`src/rtl/usequencer_stack.sv`:
```
// Microprogram sequencer: picks the next control-store address from MIR COND/JUMP, PSR flags and IR decode, with a call/return stack.
// Latency: one clock from the MIR fields and flags to the new registered control-store address.
// Backpressure: none; WAIT holds the address until main memory reports the access complete.
module usequencer_stack #(
    parameter int ADDR_WIDTH  = 11,
    parameter int COND_WIDTH  = 4,
    parameter int STACK_DEPTH = 4,
    parameter int SP_WIDTH    = 3,
    parameter int RESET_ADDR  = 0
) (
    input  logic                  uSequencer_CLOCK_50,
    input  logic                  uSequencer_Reset_InHigh,
    input  logic [COND_WIDTH-1:0] uSequencer_Cond_In,
    input  logic [ADDR_WIDTH-1:0] uSequencer_JumpAddr_In,
    input  logic                  uSequencer_FlagN_In,
    input  logic                  uSequencer_FlagZ_In,
    input  logic                  uSequencer_FlagV_In,
    input  logic                  uSequencer_FlagC_In,
    input  logic [1:0]            uSequencer_IR_OP_In,
    input  logic [2:0]            uSequencer_IR_OP2_In,
    input  logic [5:0]            uSequencer_IR_OP3_In,
    input  logic                  uSequencer_IR_BIT13_In,
    input  logic                  uSequencer_MemReady_InHigh,
    output logic [ADDR_WIDTH-1:0] uSequencer_CSAddr_Out,
    output logic [SP_WIDTH-1:0]   uSequencer_StackDepth_Out,
    output logic                  uSequencer_StackErr_OutHigh
);

    localparam logic [COND_WIDTH-1:0] C_NEXT   = COND_WIDTH'(0);
    localparam logic [COND_WIDTH-1:0] C_JN     = COND_WIDTH'(1);
    localparam logic [COND_WIDTH-1:0] C_JZ     = COND_WIDTH'(2);
    localparam logic [COND_WIDTH-1:0] C_JV     = COND_WIDTH'(3);
    localparam logic [COND_WIDTH-1:0] C_JC     = COND_WIDTH'(4);
    localparam logic [COND_WIDTH-1:0] C_JIR13  = COND_WIDTH'(5);
    localparam logic [COND_WIDTH-1:0] C_JUMP   = COND_WIDTH'(6);
    localparam logic [COND_WIDTH-1:0] C_DECODE = COND_WIDTH'(7);
    localparam logic [COND_WIDTH-1:0] C_CALL   = COND_WIDTH'(8);
    localparam logic [COND_WIDTH-1:0] C_RET    = COND_WIDTH'(9);
    localparam logic [COND_WIDTH-1:0] C_WAIT   = COND_WIDTH'(10);

    logic [ADDR_WIDTH-1:0] r_addr;
    logic [SP_WIDTH-1:0]   r_sp;
    logic                  r_err;
    logic [ADDR_WIDTH-1:0] r_stack [STACK_DEPTH];

    logic [ADDR_WIDTH-1:0] w_inc;
    logic [ADDR_WIDTH-1:0] w_next;
    logic [ADDR_WIDTH-1:0] w_top;
    logic [ADDR_WIDTH-1:0] w_dec;
    logic [10:0]           w_dec_low;
    logic                  w_full;
    logic                  w_empty;
    logic                  w_push;
    logic                  w_pop;
    logic                  w_err_set;

    assign w_inc   = r_addr + ADDR_WIDTH'(1);
    assign w_full  = (r_sp >= SP_WIDTH'(STACK_DEPTH));
    assign w_empty = (r_sp == '0);

    // Decode target: 11-bit dispatch address built from the IR opcode fields, zero-extended.
    always_comb begin
        w_dec_low = 11'h500;
        case (uSequencer_IR_OP_In)
            2'd0:    w_dec_low = {1'b1, 2'b00, 3'b000, uSequencer_IR_OP2_In, 2'b00};
            2'd1:    w_dec_low = 11'h500;
            default: w_dec_low = {1'b1, uSequencer_IR_OP_In, uSequencer_IR_OP3_In, 2'b00};
        endcase
        w_dec = ADDR_WIDTH'(w_dec_low);
    end

    // Top-of-stack read: entry at depth-1, selected by comparing against each slot index.
    always_comb begin
        w_top = '0;
        for (int i = 0; i < STACK_DEPTH; i++) begin
            if (r_sp == SP_WIDTH'(i + 1)) begin
                w_top = r_stack[i];
            end
        end
    end

    // Next-address select; a suppressed call or empty return falls through to INC and flags an error.
    always_comb begin
        w_next    = w_inc;
        w_push    = 1'b0;
        w_pop     = 1'b0;
        w_err_set = 1'b0;
        case (uSequencer_Cond_In)
            C_NEXT:   w_next = w_inc;
            C_JN:     if (uSequencer_FlagN_In)    w_next = uSequencer_JumpAddr_In;
            C_JZ:     if (uSequencer_FlagZ_In)    w_next = uSequencer_JumpAddr_In;
            C_JV:     if (uSequencer_FlagV_In)    w_next = uSequencer_JumpAddr_In;
            C_JC:     if (uSequencer_FlagC_In)    w_next = uSequencer_JumpAddr_In;
            C_JIR13:  if (uSequencer_IR_BIT13_In) w_next = uSequencer_JumpAddr_In;
            C_JUMP:   w_next = uSequencer_JumpAddr_In;
            C_DECODE: w_next = w_dec;
            C_CALL: begin
                if (w_full) begin
                    w_err_set = 1'b1;
                end else begin
                    w_push = 1'b1;
                    w_next = uSequencer_JumpAddr_In;
                end
            end
            C_RET: begin
                if (w_empty) begin
                    w_err_set = 1'b1;
                end else begin
                    w_pop  = 1'b1;
                    w_next = w_top;
                end
            end
            C_WAIT:   if (!uSequencer_MemReady_InHigh) w_next = r_addr;
            default:  w_next = w_inc;
        endcase
    end

    // Address, stack pointer and sticky error registers; reset overrides any call/return/wait.
    always_ff @(posedge uSequencer_CLOCK_50) begin
        if (uSequencer_Reset_InHigh) begin
            r_addr <= ADDR_WIDTH'(RESET_ADDR);
            r_sp   <= '0;
            r_err  <= 1'b0;
        end else begin
            r_addr <= w_next;
            if (w_push) r_sp <= r_sp + SP_WIDTH'(1);
            if (w_pop)  r_sp <= r_sp - SP_WIDTH'(1);
            if (w_err_set) r_err <= 1'b1;
        end
    end

    // Return-address storage; contents need no reset because the pointer defines validity.
    always_ff @(posedge uSequencer_CLOCK_50) begin
        for (int i = 0; i < STACK_DEPTH; i++) begin
            if (!uSequencer_Reset_InHigh && w_push && r_sp == SP_WIDTH'(i)) begin
                r_stack[i] <= w_inc;
            end
        end
    end

    assign uSequencer_CSAddr_Out       = r_addr;
    assign uSequencer_StackDepth_Out   = r_sp;
    assign uSequencer_StackErr_OutHigh = r_err;

endmodule

```
`config.mk`:
```
export PLATFORM = sky130hd
export DESIGN_NAME = usequencer_stack
export DESIGN_NICKNAME = d
export VERILOG_FILES = /design/src/rtl/usequencer_stack.sv
export SDC_FILE = /design/constraint.sdc
export NUM_CORES = 1
export LEC_CHECK = 0
export ABC_CLOCK_PERIOD_IN_PS = 3500
export CELL_PAD_IN_SITES_DETAIL_PLACEMENT = 0
export CELL_PAD_IN_SITES_GLOBAL_PLACEMENT = 2
export CORE_MARGIN = 8
export CORE_UTILIZATION = 35
export CTS_BUF_LIST = sky130_fd_sc_hd__clkbuf_2 sky130_fd_sc_hd__clkbuf_4 sky130_fd_sc_hd__clkbuf_8
export CTS_CLUSTER_DIAMETER = 40
export DETAILED_ROUTE_END_ITERATION = 8
export PLACE_DENSITY_LB_ADDON = 0.1
export SETUP_SLACK_MARGIN = 0.4
export SYNTH_ARGS = -nofsm -noshare
export SYNTH_HDL_FRONTEND = slang
export SYNTH_SLANG_ARGS = --single-unit
```
`constraint.sdc`:
```
create_clock -name uSequencer_CLOCK_50 -period 3.5 [get_ports uSequencer_CLOCK_50]
set_input_delay 0.7 -clock uSequencer_CLOCK_50 [delete_from_list [all_inputs] [get_ports uSequencer_CLOCK_50]]
set_output_delay 0.7 -clock uSequencer_CLOCK_50 [all_outputs]
set_load 0.005 [all_outputs]
```
==> results of run 1 <==
[worst max-delay path, cell delays in order]
cell,delay (ns)
sky130_fd_sc_hd__clkdlybuf4s50_1,0.74
sky130_fd_sc_hd__nor3b_1,0.35
sky130_fd_sc_hd__nand3_1,0.19
sky130_fd_sc_hd__nor2_1,0.24
sky130_fd_sc_hd__and2_1,0.49
[sequential cells by signal (all words and copies together), names as in the netlist]
register	flops
uSequencer_StackDepth_Out	3
r_stack	44
uSequencer_StackErr_OutHigh	1
uSequencer_CSAddr_Out	11
[cell type report]
| cell class | instances | area [um^2] | share of cell area |
|---|---|---|---|
| timing repair buffer | 58 | 555.5 | 0.1352 |
| inverter | 14 | 52.55 | 0.01279 |
| sequential | 59 | 1622 | 0.3946 |
| multi-input combinational | 229 | 1540 | 0.3748 |
| tap | 111 | 138.9 | 0.03380 |
| clock buffer | 9 | 123.9 | 0.03015 |
| clock inverter | 7 | 76.32 | 0.01857 |
[Yosys cell counts, types with 2 or more instances]
master / count
sky130_fd_sc_hd__nand3_1: 11
sky130_fd_sc_hd__a221oi_1: 4
sky130_fd_sc_hd__o221ai_1: 2
sky130_fd_sc_hd__and2_1: 5
sky130_fd_sc_hd__ha_1: 8
sky130_fd_sc_hd__or2_2: 2
sky130_fd_sc_hd__xnor2_1: 4
sky130_fd_sc_hd__nor3_1: 6
sky130_fd_sc_hd__and3_1: 2
sky130_fd_sc_hd__a211oi_1: 3
sky130_fd_sc_hd__a21oi_1: 19
sky130_fd_sc_hd__o21ai_0: 20
sky130_fd_sc_hd__o21ai_1: 7
sky130_fd_sc_hd__or3_1: 4
sky130_fd_sc_hd__nand2b_1: 8
sky130_fd_sc_hd__o21bai_1: 5
sky130_fd_sc_hd__edfxtp_1: 44
sky130_fd_sc_hd__nor4b_2: 2
sky130_fd_sc_hd__nor3b_1: 7
sky130_fd_sc_hd__dfxtp_1: 15
sky130_fd_sc_hd__a311oi_1: 2
sky130_fd_sc_hd__xor2_1: 5
sky130_fd_sc_hd__a22oi_1: 13
sky130_fd_sc_hd__inv_1: 13
sky130_fd_sc_hd__o211ai_1: 3
sky130_fd_sc_hd__o22ai_1: 2
sky130_fd_sc_hd__clkbuf_1: 9
sky130_fd_sc_hd__a31oi_1: 11
sky130_fd_sc_hd__a32oi_1: 2
sky130_fd_sc_hd__a21o_1: 3
sky130_fd_sc_hd__buf_2: 7
sky130_fd_sc_hd__nand2_1: 22
sky130_fd_sc_hd__nor2b_1: 3
sky130_fd_sc_hd__nor2_1: 17
[logic make-up after synthesis]
family	count (synthesis)	share of synthesized area
simple gates	106	0.1999
buf+inv	32	0.04135
fa+ha+maj	8	0.03035
xor+xnor	9	0.02390
mux	1	0.003035
compound gates	105	0.2098
flops	59	0.4917
[per-stage QoR]
step           worst slack [ns]  utilization
3_3_place_gp             0.4980       0.4250
2_1_floorplan             1.274            -
6_report                 0.7622       0.4468
4_1_cts                  0.7897       0.4468
3_5_place_dp             0.4354       0.4250
5_1_grt                  0.6395       0.4468
[final timing paths]
check	slack, ns	endpoint	cells after the start
setup / recovery	0.76	r_stack[3][9]	5
hold / removal	0.49	uSequencer_StackErr_OutHigh	2
setup reg to reg	0.96	uSequencer_CSAddr_Out[10]	7
hold reg to reg	0.49	uSequencer_StackErr_OutHigh	2
[per-layer routing]
layer	global-route usage	vias up
li1	-	1322
met1	0.2234	1300
met2	0.2440	72
met3	0.02503	5
met4	0.05062	0
met5	0	-
[where the power goes]
part	internal (mW)	switching [mW]	leakage, nW
Combinational	0.106	0.114	0.798
Clock	0.332	0.306	0.0958
Sequential	0.773	0.0217	0.522
==> results.json, run 1 <==
{
  "route.vias.total": 2699,
  "cts_hold_repair.buffers": 0,
  "final_layout_size_suffix_gt1_frac": 0.1144,
  "highest-signal-layer": "met4",
  "die-area_um2": 12790,
  "max-cap-violations": 0,
  "grt_pass1_wl_um": 15660,
  "crit_path_start_kind": "input port",
  "hold_violations": 0,
  "layout.cells.most_common_list": "sky130_fd_sc_hd__clkdlybuf4s50_1, sky130_fd_sc_hd__edfxtp_1, sky130_fd_sc_hd__nand2_1",
  "syn_to_final_growth_pct": 24.58,
  "ctsHtreeMaxLevel": 3,
  "fin_crit_ns": 2.738,
  "floorplan.io_pins": 49,
  "synth.top_cells.by_area": "sky130_fd_sc_hd__edfxtp_1, sky130_fd_sc_hd__dfxtp_1, sky130_fd_sc_hd__ha_1, sky130_fd_sc_hd__o21ai_0, sky130_fd_sc_hd__a22oi_1",
  "final.setup_skew_ns": 0.01492,
  "timing.critical_path.fanout_max": 12,
  "timing_worst_setup_path_type": "input port to register",
  "synthDominantCellAreaShare": 0.4006,
  "cts.repair.resized": 0,
  "worst_hold_start": "uSequencer_StackErr_OutHigh",
  "instances_no_fill": 487,
  "fp.coreArea_um2": 9196,
  "detail_route.drc_violations": 0,
  "relSlewSlack": 0.5493,
  "die_width_um": 113.1,
  "tritoncts_buffer_count": 9,
  "mostFrequentLayoutCell": "sky130_fd_sc_hd__clkdlybuf4s50_1",
  "worst_hold_check_path_type": "register to register",
  "hold_ws_ns": 0.4887,
  "finalSetupViolCount": 0,
  "placed_cells_incl_taps": 471,
  "stdcell_area_um2": 4109,
  "buffer_ports.inserted": 48,
  "detailedRoute.firstPassIterationCount": 4,
  "place.gp.congestion": 0.8538,
  "max_freq_mhz": 365.3,
  "synth.yosys.seq_area_share": 0.4917,
  "detail_route.wl_per_cell_um": 20.31,
  "synth_async_sr_flop_share": 0,
  "route.final.wire_length_um": 9890,
  "max-clock-path-buffers": 2,
  "routed-wl-met2_um": 4498,
  "worstSkewPairLatency_ns": 0.34,
  "power.density_nw_per_um2": 402.0,
  "worst_ep_arrival_ns": 2.71,
  "yosys.cell_types.count": 64,
  "antenna_violating_nets_post_route": 0,
  "tritoncts_clock_tree": "yes",
  "max-vdd-ir-drop_mv": 0.2309,
  "gr-usage-all-layers": 0.1592,
  "drt-vias-per-instance": 5.542,
  "run_status": "finished, final reports clean",
  "globalRouteOverflowTotal": 0,
  "end_kind": "register",
  "worstReg2RegStart": "uSequencer_StackDepth_Out[0]",
  "total_power_mw": 1.652,
  "critPathLaunch": "uSequencer_Cond_In[3]",
  "syn_inst": 320,
  "crit_required_ns": 3.47,
  "netlist.top_cell.by_area": "sky130_fd_sc_hd__edfxtp_1",
  "start_util": 0.3586,
  "timing_worst_slew_pin_value_ns": 0.6746,
  "fillers": 925,
  "drt-met1-wl_um": 4875,
  "post_synth_instance_area_um2": 3298,
  "timing_max_transition_violations_final": 0,
  "final_period_util": 0.7822,
  "clock-sinks": 59,
  "syn-mean-instance-area_um2": 10.31,
  "row_count": 35,
  "placement.cell_area_um2": 3909,
  "final.setup.tns_ns": 0,
  "clock-root-buffer": "sky130_fd_sc_hd__clkbuf_8",
  "setup_repair_after_global_routing_missed_its_margin": "false",
  "first_iter_violations": 196,
  "leakage_nw": 1.416,
  "synth_edf_count": 44,
  "count_of_buffers_added_by_post_cts_timing_repair_for_setup": 0,
  "yosys_warnings": 0,
  "synth_fp_nets": 362,
  "postSynth.topFlopCell": "sky130_fd_sc_hd__edfxtp_1",
  "clkTransAtPathRegs_ns": 0.07,
  "grt_start_max_net_pins": 25,
  "n_antenna_cell": 0,
  "die_h_um": 113.1,
  "route.met3.wl_um": 415,
  "hpwlAfterDp_um": 7555,
  "grt_pass1_vias": 2761,
  "postSynthRegisterBits": 59,
  "antenna_violations_before_repair": 0,
  "finalNetCount": 413
}
Note: power is estimated with default switching activity, not from simulation.
==> run 2, diff against run 1 <==
--- a/config.mk
+++ b/config.mk
@@ -5,7 +5,7 @@
 export SDC_FILE = /design/constraint.sdc
 export NUM_CORES = 1
 export LEC_CHECK = 0
-export ABC_CLOCK_PERIOD_IN_PS = 3500
+export ABC_CLOCK_PERIOD_IN_PS = 2700
 export CELL_PAD_IN_SITES_DETAIL_PLACEMENT = 0
 export CELL_PAD_IN_SITES_GLOBAL_PLACEMENT = 2
 export CORE_MARGIN = 8
==> constraint.sdc (replaced) <==
create_clock -name uSequencer_CLOCK_50 -period 2.7 [get_ports uSequencer_CLOCK_50]
set_input_delay 0.54 -clock uSequencer_CLOCK_50 [delete_from_list [all_inputs] [get_ports uSequencer_CLOCK_50]]
set_output_delay 0.54 -clock uSequencer_CLOCK_50 [all_outputs]
set_load 0.005 [all_outputs]
==> run 2 against run 1 <==
  * Die area did not move
  * Global-route usage grew 0.30 points
  * Setup slack lost 0.30 ns
  * Sequential power grew 30%
  * Largest power group unchanged
  * Flip-flop and latch count unchanged
==> results.json, run 2 (synthesis gave the netlist of run 1 again) <==
{
  "first_iter_violations": 187,
  "clkTransAtPathRegs_ns": 0.07,
  "timing.hold.worst_endpoint": "uSequencer_StackErr_OutHigh",
  "floorplan.io_pins": 49,
  "layout.cells.most_common_list": "sky130_fd_sc_hd__clkdlybuf4s50_1, sky130_fd_sc_hd__edfxtp_1, sky130_fd_sc_hd__nand2_1",
  "final_period_util": 0.8271,
  "max-vdd-ir-drop_mv": 0.3126,
  "detailedRoute.firstPassIterationCount": 4,
  "die_width_um": 113.1,
  "timing_max_transition_violations_final": 0,
  "final_layout_size_suffix_gt1_frac": 0.1572,
  "count_of_buffers_added_by_post_cts_timing_repair_for_setup": 0,
  "drt-vias-per-instance": 5.523,
  "worst_hold_start": "uSequencer_StackErr_OutHigh",
  "cts_hold_repair.buffers": 0,
  "critical_path.top_delay_family": "simple AND/OR/NAND/NOR gates",
  "leakage_nw": 1.527,
  "die-area_um2": 12790,
  "relSlewSlack": 0.5668,
  "final.setup.tns_ns": 0,
  "setup_slack_on_the_worst_flop_to_flop_path_ns": 0.53,
  "antenna_violating_nets_post_route": 0,
  "clock-sinks": 59,
  "stdcell_area_um2": 4334,
  "max_freq_mhz": 447.8,
  "timing_worst_setup_path_type": "input port to register",
  "worst_hold_check_path_type": "register to register",
  "cp_slowest_stage_delay_ns": 0.58,
  "place.gp.congestion": 0.8069,
  "worstSkewPairLatency_ns": 0.34,
  "row_count": 35,
  "whs_path_depth": 2,
  "tritoncts_buffer_count": 9,
  "largest-register": "r_stack",
  "crit_path_start_kind": "input port",
  "final.setup_skew_ns": 0.008282,
  "worst_slack_ns": 0.4669,
  "largest_reg_flops": 44,
  "placed_cells_incl_taps": 483,
  "p_clk_frac": 0.406,
  "p_switching_uw": 568.3,
  "run_status": "finished, final reports clean",
  "clock-root-buffer": "sky130_fd_sc_hd__clkbuf_8",
  "internal_power_mw": 1.680,
  "grt_pass1_vias": 2787,
  "dpl_worst_slack_ns": 0.1175,
  "fp.coreArea_um2": 9196,
  "timing_worst_slew_pin_value_ns": 0.6451,
  "power.density_nw_per_um2": 518.7,
  "grt_start_max_net_pins": 28,
  "max-cap-violations": 0,
  "route.final.wire_length_um": 10140,
  "tritoncts_clock_tree": "yes",
  "setup_repair_after_global_routing_missed_its_margin": "true",
  "route.vias.total": 2756,
  "end_kind": "register",
  "start_util": 0.3586,
  "crit_required_ns": 2.95,
  "power_switching_share": 0.2528,
  "n_antenna_cell": 0,
  "worst_path_max_delay_cell": "sky130_fd_sc_hd__or4b_4",
  "finalSetupViolCount": 0,
  "mostFrequentLayoutCell": "sky130_fd_sc_hd__clkdlybuf4s50_1",
  "crit-reg2reg-capture": "uSequencer_CSAddr_Out[10]",
  "die_h_um": 113.1,
  "hold_violations": 0,
  "crit_path_cell_trace": "clkdlybuf4s50_1 > buf_12 > or4b_4 > a2bb2oi_2 > nand3_2 > a221oi_1 > o32ai_1",
  "detail_route.drc_violations": 0,
  "path_buf_inv": 2,
  "max-clock-path-buffers": 2,
  "buffer_ports.inserted": 48,
  "gr-usage-all-layers": 0.1621,
  "hpwlAfterDp_um": 7591,
  "detail_route.wl_per_cell_um": 20.31,
  "grt_pass1_wl_um": 15820,
  "worstReg2RegStart": "uSequencer_StackDepth_Out[0]",
  "placement.cell_area_um2": 4074,
  "worst_ep_arrival_ns": 2.48,
  "fin_crit_ns": 2.233,
  "fillers": 882,
  "antenna_violations_before_repair": 0,
  "globalRouteOverflowTotal": 0,
  "worst-r2r-cell-count": 9,
  "timing.critical_path.fanout_max": 25,
  "p_comb_frac": 0.136,
  "power_frac_seq": 0.458,
  "ctsHtreeMaxLevel": 3,
  "finalNetCount": 425,
  "instances_no_fill": 499,
  "syn_to_final_growth_pct": 31.41
}
run 2: changes by cell type in the layout (fill, tap and decap cells not counted), sizes merged:
cell,change
bufinv,+1
clkinvlp,-2
inv,+1
buf,+12
run 2: repair_timing:
action                                  4_1_cts  5_1_grt
pin swaps                                     0        1
endpoints found under the setup margin        2        9
resized for setup                             1        6
run 2: final cells by class:
cell class | instances | area [um^2] | share of cell area
timing repair buffer | 70 | 720.7 | 0.1663
clock buffer | 9 | 123.9 | 0.02858
clock inverter | 7 | 100.1 | 0.02309
inverter | 14 | 52.55 | 0.01212
sequential | 59 | 1622 | 0.3741
tap | 111 | 138.9 | 0.03204
multi-input combinational | 229 | 1577 | 0.3637
run 2: tightest hold or removal path, stage by stage, from the launching register on:
cell                      delay (ns)
sky130_fd_sc_hd__dfxtp_1        0.33
sky130_fd_sc_hd__nor2_1         0.05
sky130_fd_sc_hd__nor2_1         0.07
run 2: layer usage:
layer | global-route usage | share of wire
met2 | 0.2472 | 0.46
met4 | 0.06128 | 0.014
met3 | 0.04579 | 0.057
met5 | 0 | 0
met1 | 0.2128 | 0.47
run 2: through the flow:
| step | total power, mW | hold slack, ns | utilization |
|---|---|---|---|
| final | 2.248 | 0.4813 | 0.4713 |
| after global routing | 2.335 | 0.5333 | 0.4713 |
| after CTS | 2.254 | 0.4830 | 0.4680 |
| after detailed placement | 1.349 | 0.4668 | 0.4430 |
| after global placement | 1.348 | 0.4529 | 0.4430 |
| after floorplan | 1.181 | 0.4650 | - |
run 2: how the worst max path moves through the flow:
stage                                             from                   endpoint  slack, ns  depth (start not counted)
after floorplan           uSequencer_StackDepth_Out[0]   uSequencer_CSAddr_Out[6]       0.59                          9
after global routing      uSequencer_StackDepth_Out[0]  uSequencer_CSAddr_Out[10]       0.39                          9
after global placement           uSequencer_Cond_In[2]   uSequencer_CSAddr_Out[4]       0.11                          7
after detailed placement         uSequencer_Cond_In[2]   uSequencer_CSAddr_Out[7]       0.12                          7
final                            uSequencer_Cond_In[0]  uSequencer_CSAddr_Out[10]       0.47                          7
after CTS                 uSequencer_StackDepth_Out[0]   uSequencer_CSAddr_Out[6]       0.37                          8
run 2: power groups by stage:
stage | registers [mW] | logic [mW] | clock network, mW
6_report | 1.03 | 0.305 | 0.913
5_1_grt | 1.03 | 0.331 | 0.972
4_1_cts | 1.03 | 0.301 | 0.922
3_5_place_dp | 1.05 | 0.299 | 0
3_3_place_gp | 1.05 | 0.297 | 0
2_1_floorplan | 1.04 | 0.137 | 0
